[config.mk]
export PLATFORM = sky130hd
export DESIGN_NAME = fetch_pc_sequencer
export DESIGN_NICKNAME = d
export VERILOG_FILES = /design/src/rtl/fetch_pc_sequencer.sv
export SDC_FILE = /design/constraint.sdc
export NUM_CORES = 1
export LEC_CHECK = 0
export ABC_AREA = 1
export CAP_MARGIN = 20
export CORE_MARGIN = 2
export CORE_UTILIZATION = 25
export CTS_BUF_LIST = sky130_fd_sc_hd__clkbuf_8
export DETAILED_ROUTE_END_ITERATION = 7
export HOLD_SLACK_MARGIN = 0.06
export PLACE_DENSITY = 0.51
export SYNTH_ARGS = -nofsm -noshare
export SYNTH_HDL_FRONTEND = slang
export SYNTH_SLANG_ARGS = --single-unit
export TNS_END_PERCENT = 50
[constraint.sdc]
create_clock -name clk -period 3.6 [get_ports clk]
set_input_delay 0.36 -clock clk [delete_from_list [all_inputs] [get_ports clk]]
set_output_delay 0.36 -clock clk [all_outputs]
set_load 0.02 [all_outputs]
[src/rtl/fetch_pc_sequencer.sv]
// Two-wide fetch next-PC controller.
// Holds the bundle PC, predicts conditional branches in either slot with a
// 2-bit BHT, and applies execute redirects and BHT training.
module fetch_pc_sequencer #(
    parameter logic [31:0] RESET_PC  = 32'h0000_0000,
    parameter int          BHT_IDX_W = 4
) (
    input  logic        clk,
    input  logic        rst_n,
    input  logic        fetch_ready,
    input  logic        br0_en,
    input  logic [31:0] br0_imm,
    input  logic        br1_en,
    input  logic [31:0] br1_imm,
    input  logic        redirect_valid,
    input  logic [31:0] redirect_pc,
    input  logic        upd_valid,
    input  logic [31:0] upd_pc,
    input  logic        upd_taken,
    output logic [31:0] pc,
    output logic        fetch_valid,
    output logic        slot1_valid,
    output logic        pred_taken0,
    output logic        pred_taken1
);
    localparam int NE = 1 << BHT_IDX_W;

    typedef enum logic [1:0] {BOOT, RUN, FLUSH} state_t;

    state_t                 state_q, state_d;
    logic [31:0]            pc_d;
    logic [31:0]            pc_p4;
    logic [NE-1:0][1:0]     bht;
    logic [BHT_IDX_W-1:0]   idx0, idx1, uidx;
    logic [1:0]             bht0, bht1;

    // Address bits that never reach the BHT index or the aligned redirect.
    logic unused_bits;
    assign unused_bits = ^{upd_pc[31:BHT_IDX_W+2], upd_pc[1:0], redirect_pc[1:0]};

    assign pc_p4 = pc + 32'd4;
    assign idx0  = pc[BHT_IDX_W+1:2];
    assign idx1  = pc_p4[BHT_IDX_W+1:2];
    assign uidx  = upd_pc[BHT_IDX_W+1:2];
    assign bht0  = bht[idx0];
    assign bht1  = bht[idx1];

    // Bundle is only presented in RUN; predictions are masked otherwise.
    // Slot 1 never predicts when slot 0 already diverts the bundle.
    always_comb begin
        fetch_valid = (state_q == RUN);
        pred_taken0 = fetch_valid & br0_en & bht0[1];
        pred_taken1 = fetch_valid & br1_en & bht1[1] & ~pred_taken0;
        slot1_valid = fetch_valid & ~pred_taken0;
    end

    // Next state and next PC; redirect wins over everything, including stall.
    always_comb begin
        state_d = state_q;
        pc_d    = pc;
        case (state_q)
            BOOT:    state_d = RUN;
            FLUSH:   state_d = RUN;
            default: state_d = RUN;
        endcase
        if (redirect_valid) begin
            state_d = FLUSH;
            pc_d    = {redirect_pc[31:2], 2'b00};
        end else if (state_q != RUN || !fetch_ready) begin
            pc_d = pc;
        end else if (pred_taken0) begin
            pc_d = pc + br0_imm;
        end else if (pred_taken1) begin
            pc_d = pc_p4 + br1_imm;
        end else begin
            pc_d = pc + 32'd8;
        end
    end

    // State and PC registers.
    always_ff @(posedge clk or negedge rst_n) begin
        if (!rst_n) begin
            state_q <= BOOT;
            pc      <= RESET_PC;
        end else begin
            state_q <= state_d;
            pc      <= pc_d;
        end
    end

    // BHT training: saturating 2-bit counters; lookups see the pre-update value.
    always_ff @(posedge clk or negedge rst_n) begin
        if (!rst_n) begin
            for (int i = 0; i < NE; i++) bht[i] <= 2'b01;
        end else if (upd_valid) begin
            if (upd_taken) begin
                if (bht[uidx] != 2'b11) bht[uidx] <= bht[uidx] + 2'b01;
            end else begin
                if (bht[uidx] != 2'b00) bht[uidx] <= bht[uidx] - 2'b01;
            end
        end
    end

endmodule

## Word-level counts from Yosys, hierarchy flattened

Cells that the tools add are included.

- Bits in read-only memories: 0
- Output and inout bits: 36
- Latch bits: 0
- Logic and storage cells: 64
- Bits in writable memories: 0
- Register bits after elaboration: 66
- Memories: 0

- Bitwise gates (word level): 7
- Multiply operators: 0
- Order comparisons: 4
- Muxes and demuxes: 18
- Shift operators: 0
- Divide/modulo/power cells: 0
- Equal/unequal tests: 5
- Add/sub/neg operators: 6
- Reductions and logical operators: 6

Operators by type and width:

| kind | count |
|---|---|
| two-way mux 32 bit | 7 |
| adder 32 bit | 2 |
| bitwise mux 32 bit | 2 |
| adder 32 x 3 -> 32 bit (second input constant) | 1 |
| adder 32 x 4 -> 32 bit (second input constant) | 1 |
| binary-select mux 2 bit (select 4 bit) | 3 |
| < comparator 4 x 5 -> 1 bit (second input constant) | 3 |
| two-way mux 2 bit | 5 |
| demux 2 bit (select 4 bit) | 1 |
| bitwise AND 1 bit | 6 |
| greater-or-equal comparator 4 x 1 -> 1 bit (second input constant) | 1 |
| != test 2 x 1 -> 1 bit (second input constant) | 2 |
| != test 2 bit (second input constant) | 2 |
| nonzero test 2 bit | 2 |
| AND reduction 3 bit | 1 |
| adder 2 x 1 -> 2 bit (second input constant) | 1 |
| == test 2 x 1 -> 1 bit (second input constant) | 1 |
| subtractor 2 x 1 -> 2 bit (second input constant) | 1 |
| logical AND 1 bit | 1 |
| logical NOT 1 bit | 1 |
| logical OR 1 bit | 1 |
| inverter 1 bit | 1 |

## Logic depth before layout (Yosys ltp)

Gate-level depths: netlist (run 1).

- Depth after elaboration: 9
- Mapped depth: 25
- Depth with buffers taken out: 25

## Worst setup path after synthesis (run 1)

OpenSTA, ideal clock, no wires.

- Kind: register to register
- Start: reg pc[3]
- End: reg pc[19]
- Data arrival time: 3.118 ns
- Period minus slack after synthesis: 3.235 ns
- Data required time: 3.483 ns
- Cell stages (with the launch flop): 22
- Path slack: 0.365 ns
- Cell sequence: dfrtp_1 ha_1 inv_1 nor2_1 nand2_1 nor2_1 inv_1 nor4_2 xnor2_1 inv_1 ha_1 nand2_1 inv_1 nand2_1 nor3_1 nand4_1 nand4_1 nand3_1 nand2_1 nand3_1 nand2_1 nand2_1

- Cells in the longest elaborated chain, start to end: 9

Ends and longest elaborated chain:

| item | RTL line | RTL |
|---|---|---|
| from (decl) | 20 | `output logic [31:0] pc,` |
| from (signal assigned) | 87 | `pc <= pc_d;` |
| branches (longest 6 deep; another with adder 32 x 3 -> 32 bit) | -- |  |
| two-way mux 32 bit * | 71 | `end else if (pred_taken0) begin` |
| two-way mux 32 bit * | 69 | `end else if (state_q != RUN \|\| !fetch_ready) begin` |
| two-way mux 32 bit * | 66 | `if (redirect_valid) begin` |

Mark *: on every way between the ends. The select of a mux whose other input is x is not followed.
A chain may end at the register's enable or synchronous reset.

## Worst setup path in the final report (run 1)

- Start: reg pc[3]
- End: out pred_taken1

- Cells in the longest elaborated chain, start to end: 5

Ends and longest elaborated chain:

| item | RTL line | RTL |
|---|---|---|
| adder 32 x 3 -> 32 bit or binary-select mux 2 bit (select 4 bit) (tied branches) | 41, 45 |  |
| binary-select mux 2 bit (select 4 bit) or two-way mux 2 bit (tied branches) | 46, 45 |  |
| two-way mux 2 bit (not written as such) or bitwise AND 1 bit (tied branches) | 46, 52 |  |
| bitwise AND 1 bit or inverter 1 bit (tied branches) | 53 | `pred_taken1 = fetch_valid & br1_en & bht1[1] & ~pred_taken0;` |
| bitwise AND 1 bit * | 53 |  |
| to (decl) | 24 | `output logic pred_taken1` |

Mark *: on every way between the ends. The rest lies on a longest branch, timed or not. The select of a mux whose other input is x is not followed.

==> results.py, run 1 <==
metrics = {
    "outcome": {
        "status": "completed",
    },
    "global_route": {
        "antenna_found_initial": 0,
        "grt.total_usage_pct": 19.8,
        "grt_pass1_vias": 10982,
        "grt_overflow": 0,
        "grt_max_degree": 56,
        "grt_pass1_wl_um": 62300,
    },
    "timing": {
        "relSlewSlack_pct": 38.3,
        "max_freq_ghz": 0.294,
        "setup_viol": 0,
        "rsz0062_at_grt": "true",
        "hold_viol_final": 0,
        "fin_crit_ps": 3400,
        "drv_slew": 0,
        "post-route-period-util_pct": 94.3,
        "worstMarginPinSlew_ps": 926,
        "finalClockSkew_ps": 14.3,
    },
    "yosys": {
        "synth_async_sr_flop_share_pct": 100,
        "yosysTopAreaCell": "nand2_1",
        "synth_edf_count": 0,
        "synth_area_leaders": "nand2_1 25%, dfrtp_1 13%, inv_1 9.7%, ha_1 9.2%, nor2_1 8.0%",
        "synth_flop_cell": "dfrtp_1",
        "seq_area_frac_synth_pct": 17.0,
        "avgSynthCellArea_um2": 5.58,
        "ys.warnings.count": 0,
        "synth_area_um2": 9840,
        "ys_ff_latch": 66,
        "synth_top_area_share_pct": 25.3,
        "synthCells": 1763,
        "synth_fp_nets": 1973,
        "synthDistinctLibCells": 43,
    },
    "cells_and_area": {
        "synthToLayoutAreaGrowth_pct": 26.1,
        "nets": 2147,
        "final_cell_area_um2": 12400,
        "layout-drive-gt1-share_pct": 6.95,
        "final_core_util_pct": 32.0,
        "diodes": 0,
    },
    "placement": {
        "finalWeightedCongestion": 0.938,
        "portBuffers": 141,
        "placed_area_um2": 12100,
        "dp_hpwl_um": 34500,
    },
    "detailed_routing": {
        "viasPerCell": 4.64,
        "wl_per_cell_um": 16.6,
        "dr.pass1.iters": 5,
        "drc": 0,
        "wl_um": 40800,
        "drt_iter0_markers": 897,
        "ant_nets": 0,
        "vias": 11412,
    },
    "clock_network": {
        "clock_path_buffers": 2,
        "clkLatencyLatePin_ps": 380,
        "cts-root-buf": "clkbuf_8",
        "cts_tree": "built",
        "path_clk_slew_ps": 90,
        "clock-sinks": 66,
        "post_cts_buffers": 0,
        "cts_buffers": 9,
        "htree_levels": 3,
    },
    "critical_path": {
        "path_class": "register to output pin",
        "cp-end-kind": "output pin",
        "worst_setup_path_start_kind": "register",
        "worstPathArrival_ps": 3040,
        "timing.rr.end": "pc[29]",
        "r2r_slack_ps": 220,
        "worstRegToRegCells": 19,
        "worst-endpoint-required_ps": 3240,
        "worstReg2RegStart": "pc[3]",
        "cp_max_fo": 10,
    },
    "power_and_ir_drop": {
        "irDropWorstVdd_v": 0.000292,
        "p_leak_uw": 0.00640,
        "power_density_nw_per_um2": 428,
    },
    "floorplanning": {
        "ioPinCount": 172,
        "fp-row-count": 72,
        "die_w_um": 202,
        "coreArea_um2": 38700,
        "initial_core_util_pct": 25.4,
        "dieArea_um2": 41000,
        "die_h_um": 202,
    },
    "min_path": {
        "hold_path.class": "register to register",
        "hold_end": "bht[9]",
        "holdPathStages": 2,
        "hold_start": "bht[9]",
    },
    "flow_run": {
        "maxCapViolations": 0,
    },
}
==> cell type report <==
class	instances	area (µm²)
clock inverters	7	53.8
well taps	518	648
multi-input cells	1408	7130
flip-flops and latches	66	1670
inverters	259	977
clock buffers	9	124
repair buffers	193	1800
fillers	4452	26300
==> power by group <==
group,internal [µW],total [µW],switching [µW]
logic,1270,3480,2220
clock network,254,600,346
registers,1030,1230,200
total,2550,5310,2760
==> logic make-up after synthesis <==
kind of cell,count (synthesis),synth area share (%)
mux,1,0.102
flops,66,17.0
simple gates,1087,45.5
xor+xnor,70,6.23
compound gates,176,9.79
fa+ha+maj,74,9.56
buf+inv,289,11.8
==> synthesized netlist by cell type, types with 12 or more instances <==
master	instances
nand3_1	141
nand3b_1	13
dfrtp_1	50
nand2_1	662
ha_1	72
nor3_1	16
inv_1	255
nor2_1	209
a21oi_1	72
xnor2_1	12
dfstp_2	16
o21ai_0	63
nand4_1	25
xor2_1	58
clkbuf_1	12
==> cell usage in the layout, fill, tap and decap left out, drive strengths merged, types with 13 or more instances in the layout <==
cell type	instances
nand2	665
inv	260
nor2	212
nand3	143
clkdlybuf4s50	140
a21oi	75
ha	72
o21ai	70
xor2	58
buf	52
dfrtp	50
nand4	25
nor3	18
dfstp	16
nand3b	13
==> what timing repair did <==
action	CTS	global route
hold buffers	1	0
hold endpoints to repair	7	0
endpoints found under the setup margin	0	18
resized for setup	0	30
==> layer usage <==
layer	vias to the layer above	share of wire (%)	GRT usage [%]
li1	5907	-	-
met1	5141	45	25.6
met2	323	48	35.3
met3	41	4.9	2.24
met4	0	2.0	4.14
met5	-	0	0
==> how the worst max path moves through the flow <==
stage	startpoint	end	slack (ps)	cells after the start
after floorplan	pc[3]	pc[19]	360	21
after global placement	pc[3]	pc[24]	150	16
after detailed placement	pc[3]	pc[19]	110	21
after CTS	pc[3]	pc[19]	70	21
after global routing	pc[4]	pc[23]	-6	19
final	pc[3]	pred_taken1	200	10
==> critical path: stages, from the launching register on <==
cell	delay, ps
dfrtp_1	400
buf_4	200
ha_1	410
inv_1	160
nand3_1	130
nand3_1	90
nand3_1	60
nand2_1	160
nand2_4	170
nor2_4	220
clkdlybuf4s50_1	640
==> through the flow <==
stage / total power [µW] / TNS (ps) / hold slack (ps) / setup WS, ps / instances
final: 5310 / 0 / 484 / 204 / 2460
after global routing: 5840 / -8.28 / 509 / -5.64 / 2460
after CTS: 5290 / 0 / 492 / 70.4 / 2460
after detailed placement: 4670 / 0 / 467 / 110 / 2443
after global placement: 4650 / 0 / 460 / 147 / 2443
after floorplan: 3460 / 0 / 64.4 / 365 / 1763
Power figures use the tool's default switching activity.
==> run 2, diff against run 1 <==
Settings changed: ABC_AREA 1 to unset, CTS_BUF_LIST sky130_fd_sc_hd__clkbuf_8 to sky130_fd_sc_hd__clkbuf_4 sky130_fd_sc_hd__clkbuf_8 sky130_fd_sc_hd__clkbuf_16, PLACE_DENSITY 0.51 to 0.52.
==> run 2 against run 1 <==
The flow now finishes with violations (negative setup slack). Critical path depth grew 8. Cell count shrank 29%. Non-clock buffer count grew 124. Count of clock-buffer cells in the layout grew 2. Highest routed layer unchanged.
==> results.py, run 2 <==
metrics = {
    "yosys": {
        "ys.warnings.count": 0,
        "yosysTopAreaCell": "dfrtp_1",
        "synthCells": 1039,
        "synth_area_um2": 8270,
        "synthDistinctLibCells": 78,
        "avgSynthCellArea_um2": 7.96,
        "synth_edf_count": 0,
        "synth_async_sr_flop_share_pct": 100,
        "synth_top_area_share_pct": 15.1,
        "synth_most_common_cell": "nand2_1",
        "ys_ff_latch": 66,
        "synth_area_leaders": "dfrtp_1 15%, ha_1 11%, xnor2_1 5.6%, a21oi_1 5.3%, o21ai_0 5.1%",
        "synth_flop_cell": "dfrtp_1",
        "synth_commonest_cells": "102 x nand2_1, 90 x nor2_1, 87 x a21oi_1",
        "seq_area_frac_synth_pct": 20.2,
        "synth_fp_nets": 1249,
    },
    "timing": {
        "relSlewSlack_pct": 33.4,
        "max_freq_ghz": 0.277,
        "setup_viol": 1,
        "finalClockSkew_ps": 11.1,
        "rsz0062_at_grt": "true",
        "hold_viol_final": 0,
        "fin_crit_ps": 3600,
        "layout_setup_ws_ps": -3.73,
        "drv_slew": 0,
        "whs_ps": 420,
        "post-route-period-util_pct": 100,
        "worstMarginPinSlew_ps": 995,
    },
    "critical_path": {
        "critPathSlowestCell": "dfrtp_2",
        "crit_path_max_incr_delay_ps": 380,
        "cp_max_fo": 5,
        "worst-endpoint-required_ps": 3870,
        "worst_setup_path_start_kind": "register",
        "worstPathArrival_ps": 3870,
        "cp-end-kind": "register",
        "crit_chain": "ha_4 -> and2_4 -> nand4_1 -> buf_6 -> nor4_4 -> nand2_1 -> xnor2_2 -> ha_1 -> buf_4 -> nand4_1 -> nor2_4 -> and3_1 -> a22o_1 -> a31oi_1 -> a31oi_1 -> xor2_1 -> a21oi_1 -> a22oi_1",
        "path_class": "register to register",
    },
    "detailed_routing": {
        "wl_um": 34200,
        "vias": 9127,
        "viasPerCell": 5.19,
        "ant_nets": 0,
        "wl_per_cell_um": 19.5,
        "drc": 0,
        "dr.pass1.iters": 5,
        "drt_iter0_markers": 682,
    },
    "floorplanning": {
        "coreArea_um2": 32500,
        "fp-row-count": 66,
        "die_h_um": 186,
        "die_w_um": 186,
        "dieArea_um2": 34500,
        "initial_core_util_pct": 25.4,
        "ioPinCount": 172,
    },
    "cells_and_area": {
        "layout-drive-gt1-share_pct": 23.3,
        "fin_cells": 1757,
        "nets": 1520,
        "layout_common_cells": "171 x buf_4, 138 x clkdlybuf4s50_1, 99 x nand2_1",
        "layout_commonest_cell": "buf_4",
        "synthToLayoutAreaGrowth_pct": 43.4,
        "diodes": 0,
    },
    "clock_network": {
        "cts-root-buf": "clkbuf_16",
        "cts_buffers": 9,
        "cts_tree": "built",
        "clkLatencyLatePin_ps": 350,
        "clock-sinks": 66,
        "clock_path_buffers": 2,
        "htree_levels": 3,
        "path_clk_slew_ps": 60,
    },
    "placement": {
        "portBuffers": 141,
        "finalWeightedCongestion": 0.976,
        "dp_hpwl_um": 27200,
        "dp_cells": 1733,
    },
    "power_and_ir_drop": {
        "power_density_nw_per_um2": 396,
        "totalPowerFinal_uw": 4700,
        "p_leak_uw": 0.00496,
        "irDropWorstVdd_v": 0.000314,
    },
    "global_route": {
        "grt_max_degree": 34,
        "antenna_found_initial": 0,
        "grt.total_usage_pct": 19.7,
        "grt_overflow": 0,
        "grt_pass1_wl_um": 52000,
        "grt_pass1_vias": 8993,
    },
    "min_path": {
        "hold_path.class": "input port to register",
    },
    "flow_run": {
        "maxCapViolations": 0,
    },
    "outcome": {
        "status": "finished with violations",
        "violations": "negative setup slack",
    },
}
==> run 2: logic make-up after synthesis <==
group | Yosys count | synth area share, %
flops | 66 | 20.2
simple gates | 347 | 20.2
buf+inv | 84 | 4.22
mux | 46 | 8.69
fa+ha+maj | 74 | 11.4
xor+xnor | 90 | 9.54
compound gates | 332 | 25.8
==> run 2: area by class of cell <==
type / count / area (µm²)
multi-input cells: 889 / 6480
repair buffers: 317 / 2760
fillers: 3481 / 20700
inverters: 27 / 101
flip-flops and latches: 66 / 1680
clock buffers: 11 / 253
well taps: 442 / 553
clock inverters: 5 / 38.8
==> run 2: through the flow <==
stage               util (%)  area [µm²]  TNS [ps]  setup WS [ps]
floorplan                  -        8280      -133          -62.6
global placement        34.6       11300      -916           -186
detailed placement      34.6       11300     -1520           -183
CTS                     35.6       11600      -101           -101
global route            36.4       11900     -1100           -132
finish                  36.4       11900     -3.73          -3.73
==> run 2: critical path: cells and delay by family (launching register included) <==
kind                       cells  cell delay [ps]
adders and majority gates      2              450
buffers and inverters          2              340
DFF                            1              380
and+or+nand+nor                7             1080
xor gates and xnor gates       2              470
AOI/OAI and AO/OA              5              800
==> run 2: what timing repair did <==
item,4_1_cts,5_1_grt
pin swaps,0,28
setup buffers,0,7
setup endpoints to repair,6,14
hold buffers,1,0
gates resized for setup,6,45
hold endpoints to repair,10,0
==> run 2: power by group <==
part / internal (µW) / switching [µW]
Sequential: 1020 / 177
Clock: 505 / 368
Combinational: 1260 / 1380
==> run 2: final timing paths <==
path / start / to / slack, ps / depth (start not counted)
worst max register to register: pc[4] / pc[29] / -4 / 18
worst min register to register: register / register / 480 / 2
min in group asynchronous: rst_n / bht[5] / 490 / 2
max in group asynchronous: rst_n / async pin / 2330 / 3
worst max-delay path: pc[4] / pc[29] / -4 / 18
worst min-delay path: redirect_valid / pc[11] / 420 / 2
==> run 2: layer usage <==
layer	vias to the layer above	GRT usage [%]	share of wire, %
met3	51	2.84	5.7
met2	307	32.8	47
li1	4428	-	-
met1	4341	26.2	44
met5	-	0	0
met4	0	6.14	2.6
